[src/rtl/fp_pkg.sv]
// rtl/fp_pkg.sv - shared types and constants for the sequential single-precision subtractor
package fp_pkg;

  localparam int EXP_W = 8;
  localparam int MAN_W = 23;
  localparam int BIAS  = 127;
  localparam int EXP_MAX = 2 * BIAS + 1;
  localparam int M_W   = 27;

  localparam logic [4:0]  DIFF_MAX = 5'd27;
  localparam logic [31:0] QNAN     = 32'h7FC00000;
  localparam logic [31:0] POS_INF  = 32'h7F800000;
  localparam logic [31:0] NEG_INF  = 32'hFF800000;

  typedef enum logic [2:0] {
    S_IDLE   = 3'd0,
    S_UNPACK = 3'd1,
    S_ALIGN  = 3'd2,
    S_ADDSUB = 3'd3,
    S_NORM   = 3'd4,
    S_ROUND  = 3'd5,
    S_DONE   = 3'd6
  } state_e;

endpackage

[src/rtl/fp_classify.sv]
// rtl/fp_classify.sv - combinational field split and class flags for one single-precision operand
module fp_classify
  import fp_pkg::*;
(
  input  logic [31:0]      op,
  output logic             sign,
  output logic [EXP_W-1:0] expo,
  output logic [MAN_W-1:0] man,
  output logic             is_zero,
  output logic             is_denorm,
  output logic             is_inf,
  output logic             is_nan
);

  always_comb begin
    sign      = op[31];
    expo      = op[30:23];
    man       = op[22:0];
    is_zero   = (expo == '0) && (man == '0);
    is_denorm = (expo == '0) && (man != '0);
    is_inf    = (expo == '1) && (man == '0);
    is_nan    = (expo == '1) && (man != '0);
  end

endmodule

[src/rtl/fp_sub_seq.sv]
// rtl/fp_sub_seq.sv - multi-cycle IEEE-754 single-precision a - b, RNE, denormals flushed
module fp_sub_seq
  import fp_pkg::*;
(
  input  logic        clk,
  input  logic        rst_n,
  input  logic [31:0] a,
  input  logic [31:0] b,
  input  logic        in_valid,
  output logic        in_ready,
  output logic [31:0] result,
  output logic        out_valid,
  input  logic        out_ready
);

  state_e             state_q, state_d;
  logic [31:0]        a_q, a_d, b_q, b_d, res_q, res_d;
  logic               sign_q, sign_d, sub_q, sub_d;
  logic signed [9:0]  exp_q, exp_d;
  logic [M_W:0]       ma_q, ma_d;
  logic [M_W-1:0]     mb_q, mb_d;
  logic [4:0]         diff_q, diff_d;

  logic               a_sign, a_zero, a_den, a_inf, a_nan;
  logic               b_sign, b_zero, b_den, b_inf, b_nan;
  logic [EXP_W-1:0]   a_exp, b_exp;
  logic [MAN_W-1:0]   a_man, b_man;

  fp_classify u_cls_a (
    .op(a_q), .sign(a_sign), .expo(a_exp), .man(a_man),
    .is_zero(a_zero), .is_denorm(a_den), .is_inf(a_inf), .is_nan(a_nan)
  );

  fp_classify u_cls_b (
    .op(b_q), .sign(b_sign), .expo(b_exp), .man(b_man),
    .is_zero(b_zero), .is_denorm(b_den), .is_inf(b_inf), .is_nan(b_nan)
  );

  logic               sb_eff, az, bz, special, a_big;
  logic [31:0]        special_res;
  logic [7:0]         ediff;
  logic               rnd_up;
  logic [24:0]        rnd;
  logic signed [9:0]  rnd_exp;

  // Special operands bypass the arithmetic path entirely.
  always_comb begin
    sb_eff      = ~b_sign;
    az          = a_zero | a_den;
    bz          = b_zero | b_den;
    special     = 1'b1;
    special_res = QNAN;
    if (a_nan || b_nan)     special_res = QNAN;
    else if (a_inf && b_inf) special_res = (a_sign == sb_eff) ? (a_sign ? NEG_INF : POS_INF) : QNAN;
    else if (a_inf)          special_res = a_sign ? NEG_INF : POS_INF;
    else if (b_inf)          special_res = sb_eff ? NEG_INF : POS_INF;
    else if (az && bz)       special_res = {a_sign & sb_eff, 31'd0};
    else if (az)             special_res = {sb_eff, b_q[30:0]};
    else if (bz)             special_res = a_q;
    else                     special     = 1'b0;
    a_big = (a_q[30:0] >= b_q[30:0]);
    ediff = a_big ? (a_exp - b_exp) : (b_exp - a_exp);
  end

  // Mantissa layout: [27] carry, [26] hidden, [25:3] fraction, [2] guard, [1] round, [0] sticky.
  always_comb begin
    rnd_up  = ma_q[2] & (ma_q[1] | ma_q[0] | ma_q[3]);
    rnd     = {1'b0, ma_q[26:3]} + {24'd0, rnd_up};
    rnd_exp = rnd[24] ? exp_q + 10'sd1 : exp_q;
  end

  always_comb begin
    a_d = a_q; b_d = b_q; res_d = res_q; sign_d = sign_q; sub_d = sub_q;
    exp_d = exp_q; ma_d = ma_q; mb_d = mb_q; diff_d = diff_q;
    unique case (state_q)
      S_IDLE: if (in_valid) begin
        a_d = a;
        b_d = b;
      end
      S_UNPACK: begin
        if (special) begin
          res_d = special_res;
        end else begin
          sub_d = a_sign ^ sb_eff;
          if (a_big) begin
            sign_d = a_sign;
            exp_d  = {2'b00, a_exp};
            ma_d   = {2'b01, a_man, 3'b000};
            mb_d   = {1'b1, b_man, 3'b000};
          end else begin
            sign_d = sb_eff;
            exp_d  = {2'b00, b_exp};
            ma_d   = {2'b01, b_man, 3'b000};
            mb_d   = {1'b1, a_man, 3'b000};
          end
          diff_d = (ediff > {3'd0, DIFF_MAX}) ? DIFF_MAX : ediff[4:0];
        end
      end
      S_ALIGN: if (diff_q != 5'd0) begin
        mb_d   = {1'b0, mb_q[26:2], mb_q[1] | mb_q[0]};
        diff_d = diff_q - 5'd1;
      end
      S_ADDSUB: ma_d = sub_q ? (ma_q - {1'b0, mb_q}) : (ma_q + {1'b0, mb_q});
      S_NORM: begin
        if (ma_q[27]) begin
          ma_d  = {1'b0, ma_q[27:2], ma_q[1] | ma_q[0]};
          exp_d = exp_q + 10'sd1;
        end else if (ma_q == '0) begin
          res_d = 32'h0000_0000;
        end else if (!ma_q[26]) begin
          ma_d  = ma_q << 1;
          exp_d = exp_q - 10'sd1;
        end
      end
      S_ROUND: begin
        if (rnd_exp >= EXP_MAX)  res_d = sign_q ? NEG_INF : POS_INF;
        else if (rnd_exp <= 0)   res_d = {sign_q, 31'd0};
        else                     res_d = {sign_q, rnd_exp[7:0], rnd[22:0]};
      end
      default: ;
    endcase
  end

  always_comb begin
    state_d = state_q;
    unique case (state_q)
      S_IDLE:   if (in_valid) state_d = S_UNPACK;
      S_UNPACK: state_d = special ? S_DONE : S_ALIGN;
      S_ALIGN:  if (diff_q == 5'd0) state_d = S_ADDSUB;
      S_ADDSUB: state_d = S_NORM;
      S_NORM: begin
        if (ma_q[27] || ma_q[26] || ma_q[25]) state_d = S_ROUND;
        else if (ma_q == '0)                  state_d = S_DONE;
      end
      S_ROUND:  state_d = S_DONE;
      S_DONE:   if (out_ready) state_d = S_IDLE;
      default:  state_d = S_IDLE;
    endcase
  end

  always_comb begin
    in_ready  = (state_q == S_IDLE);
    out_valid = (state_q == S_DONE);
    result    = res_q;
  end

  always_ff @(posedge clk or negedge rst_n) begin
    if (!rst_n) state_q <= S_IDLE;
    else        state_q <= state_d;
  end

  always_ff @(posedge clk or negedge rst_n) begin
    if (!rst_n) begin
      a_q <= '0; b_q <= '0; res_q <= '0; sign_q <= 1'b0; sub_q <= 1'b0;
      exp_q <= '0; ma_q <= '0; mb_q <= '0; diff_q <= '0;
    end else begin
      a_q <= a_d; b_q <= b_d; res_q <= res_d; sign_q <= sign_d; sub_q <= sub_d;
      exp_q <= exp_d; ma_q <= ma_d; mb_q <= mb_d; diff_q <= diff_d;
    end
  end

endmodule

[config.mk]
export PLATFORM = sky130hd
export DESIGN_NAME = fp_sub_seq
export DESIGN_NICKNAME = d
export VERILOG_FILES = /design/src/rtl/fp_pkg.sv /design/src/rtl/fp_classify.sv /design/src/rtl/fp_sub_seq.sv
export SDC_FILE = /design/constraint.sdc
export NUM_CORES = 1
export LEC_CHECK = 0
export BUFFER_PORTS_ARGS = -buffer_cell sky130_fd_sc_hd__buf_2
export CAP_MARGIN = 20
export CORE_MARGIN = 2
export CORE_UTILIZATION = 67
export CTS_CLUSTER_SIZE = 24
export DETAILED_ROUTE_END_ITERATION = 10
export PLACE_DENSITY = 0.94
export REMOVE_ABC_BUFFERS = 1
export SLEW_MARGIN = 10
export SYNTH_ARGS = -nofsm -noshare
export SYNTH_HDL_FRONTEND = slang
export SYNTH_SLANG_ARGS = --single-unit
[constraint.sdc]
create_clock -name clk -period 11.3 [get_ports clk]
set_input_delay 2.26 -clock clk [delete_from_list [all_inputs] [get_ports clk]]
set_output_delay 2.26 -clock clk [all_outputs]
set_load 0.01 [all_outputs]
==> flow_summary_export.csv <==
group,metric,value,unit
timing,slew_viol_final,0,
timing,fin_crit_sh,39.40,%
floorplan,placement_rows,51,
placed_design,globalplace.congestion,0.9859,
routing,detail_route.drc_violations,0,
routing,postRouteAntennaNets,0,
placed_design,port_buffers,101,
timing,worst-slew-pin-transition,1004,ps
synthesis,postSynth.asyncResetShare,100.0,%
clock_tree,cts.repair.resized,0,
routing,postRouteWirelength,42390,um
timing,unrepaired_setup_endpoints_after_global_routing,"no",
floorplan,core_region_area,19590,sq um
placed_design,place.detailed.hpwl,29100,um
floorplan,die_width,145.6,um
routing,drt_pass1_iterations,7,
global_route,grt-ovfl-total,0,
synthesis,synthCells,1572,
synthesis,syn-mean-instance-area,8.543,sq um
timing,finalCriticalPeriod,4452,ps
routing,post_drt_wl_per_cell,22.58,um
timing,slew_headroom,33.10,%
clock_tree,cts_num_sinks,171,
clock_tree,cts_made_buffers,17,
worst_setup_path,start_kind,"flop",
cells_and_area,drive_gt1_share,14.95,%
clock_tree,max-clock-path-buffers,2,
synthesis,synth-xor-area-share,5.021,%
clock_tree,clockRootBuffer,"clkbuf_16",
synthesis,seq_area_frac_synth,31.86,%
synthesis,proportion_of_synthesized_area_in_mux_cells,7.881,%
clock_tree,total_number_of_h_tree_levels,4,
floorplan,io_pins,102,
clock_tree,clock_latency,440,ps
job,cap_violations,0,
synthesis,synth.distinct_cells,84,
global_route,grt_pass1_vias,12410,
clock_tree,cts_setup_buffers,0,
synthesis,area_of_the_mapped_netlist,13430,sq um
clock_tree,post_cts_hold_buffer_count,0,
synthesis,synth_compound_area_share,24.56,%
cells_and_area,num_antenna_cells,0,
timing,clock-skew-final,11.97,ps
synthesis,yosys_most_used_dff,"dfrtp_1",
routing,first_iter_violations,2504,
worst_setup_path,endpoint_kind,"flop",
routing,vias,13440,
status,outcome,"finished, final reports clean",
timing,fmax_achieved,224.6,MHz
synthesis,synth.largest_area_cell,"dfrtp_1",
timing,setup_viol,0,
worst_setup_path,reg2reg_setup_slack,6850,ps
worst_setup_path,arrival_time_of_the_worst_setup_path,4810,ps
synthesis,area_share_of_the_largest_cell_type_after_synthesis,31.86,%
global_route,track_usage,39.49,%
worst_setup_path,critPathMaxFanout,5,
clock_tree,cts_tree,"built",
timing,finalSetupTns,0,ps
cells_and_area,areaGrowthSynthToFinish,8.226,%
synthesis,synth_edf_count,0,
worst_setup_path,critical_path_rt,11650,ps
synthesis,yosysWarningCount,0,
synthesis,ys_seq_elements,171,
timing,finalHoldViolations,0,
global_route,initial_antenna_violation_count,0,
min_path,hold_path.class,"flop to flop",
routing,post_drt_via_cell_ratio,7.161,
synthesis,synthSimpleGateAreaFrac,17.89,%
synthesis,synth_top_family_by_area,"compound AO/OA/AOI/OAI gates",
synthesis,yosys-top-cells-area,"dfrtp_1, ha_1, o21ai_0",
floorplan,start_util,68.56,%
global_route,grt_first_pass_wirelength,67340,um
clock_tree,cts.reportedPaths.clkPinSlew,70,ps
global_route,grt_max_degree,116,
cells_and_area,finish.net_count,1743,
synthesis,post_synth_fa_ha_maj_area_fraction,7.248,%
worst_setup_path,worst-setup-path-type,"flop to flop",
floorplan,dieArea,21190,sq um
floorplan,die_height,145.6,um
metal layers:
layer / part of all wire (%) / GRT usage [%] / vias to the layer above
li1: - / - / 5812
met1: 38 / 52.65 / 6329
met2: 44 / 60.28 / 1089
met3: 13 / 11.57 / 211
met4: 5.2 / 17.01 / 0
met5: 0 / 0 / -
through the flow:
stage	instance area (sq um)	utilization [%]	instances	setup slack (ps)	hold slack [ps]
5_1_grt	14540	74.20	1877	6489	508.9
2_1_floorplan	12930	-	1462	6727	450.3
3_5_place_dp	13880	70.86	1841	7005	465.5
3_3_place_gp	13880	70.86	1841	7156	461.4
4_1_cts	14480	73.92	1873	6967	481.5
6_report	14540	74.20	1877	6848	479.5
placed cells by master, fill, tap and decap left out, drive strengths merged, types with 8 or more instances in the layout:
master	synthesis	routed
dfrtp	171	171
o21ai	141	141
nand2	136	136
nor2	124	124
buf	37	117
a21oi	107	107
inv	66	75
ha	73	73
mux2i	54	54
xnor2	50	50
a21o	45	45
mux2	44	44
nor3	36	36
nor4	33	33
xor2	27	27
a211oi	27	27
a31oi	25	25
nand3	25	25
a22oi	25	25
nor3b	24	24
nand4	22	22
clkbuf	73	18
o21a	13	13
nand2b	11	11
o211ai	11	11
o22ai	11	11
a222oi	11	11
or3	11	11
and2	11	11
nor2b	10	10
o221ai	10	10
o22a	9	9
o31ai	9	9
or4	8	8
or2	8	8
critical path: stages, from the launching register on:
cell and delay, ps:
dfrtp_1 430, nor4_1 790, o21ai_0 300, o21bai_1 290, nor2_1 310, xor2_1 280, ha_1 330, nand2_1 90
o211ai_1 150, or3_1 380, o32a_1 190, a31oi_1 360, o21a_1 170, o21ai_0 90, a31oi_1 200
state kept, by name, indices dropped and copies added, names as in the netlist:
register,flops
result,32
sign_q,1
b_q,32
a_q,32
mb_q,27
exp_q,10
sub_q,1
state_q,3
diff_q,5
ma_q,28
cell usage after synthesis (27+ instances only):
cell / n
nor2_1: 124
o21ai_0: 117
clkbuf_1: 71
mux2_2: 44
inv_1: 66
xnor2_1: 50
xor2_1: 27
nor4_1: 31
mux2i_1: 54
nand2_1: 135
a21o_1: 45
ha_1: 73
nor3_1: 34
a211oi_1: 27
a21oi_1: 107
dfrtp_1: 171
final timing paths:
check | from | endpoint | depth (start not counted)
min | result[27]$_DFFE_PN0P_ | result[27]$_DFFE_PN0P_ | 2
max in group asynchronous | rst_n | ma_q[7]$_DFFE_PN0P_ | 3
max | mb_q[10]$_DFFE_PN0P_ | ma_q[25]$_DFFE_PN0P_ | 14
min reg2reg | result[27]$_DFFE_PN0P_ | result[27]$_DFFE_PN0P_ | 2
max reg2reg | mb_q[10]$_DFFE_PN0P_ | ma_q[25]$_DFFE_PN0P_ | 14
min in group asynchronous | rst_n | result[29]$_DFFE_PN0P_ | 1
cell type report:
| class | instances | area [sq um] |
|---|---|---|
| Multi-Input combinational cell | 1225 | 8421 |
| Fill cell | 1323 | 5055 |
| Sequential cell | 171 | 4279 |
| Timing Repair Buffer | 118 | 656.9 |
| Clock buffer | 17 | 425.4 |
| Tap cell | 265 | 331.6 |
| Inverter | 66 | 247.7 |
| Clock inverter | 15 | 173.9 |
kinds of logic after synthesis:
kind of cell	after synthesis
flops	171
buf+inv	176
simple gates	478
xor+xnor	77
fa+ha+maj	76
mux	99
compound gates	495
Power is left out: the tool's default activity adds up to more than one toggle a clock period on the data nets, which glitch-free logic cannot reach.
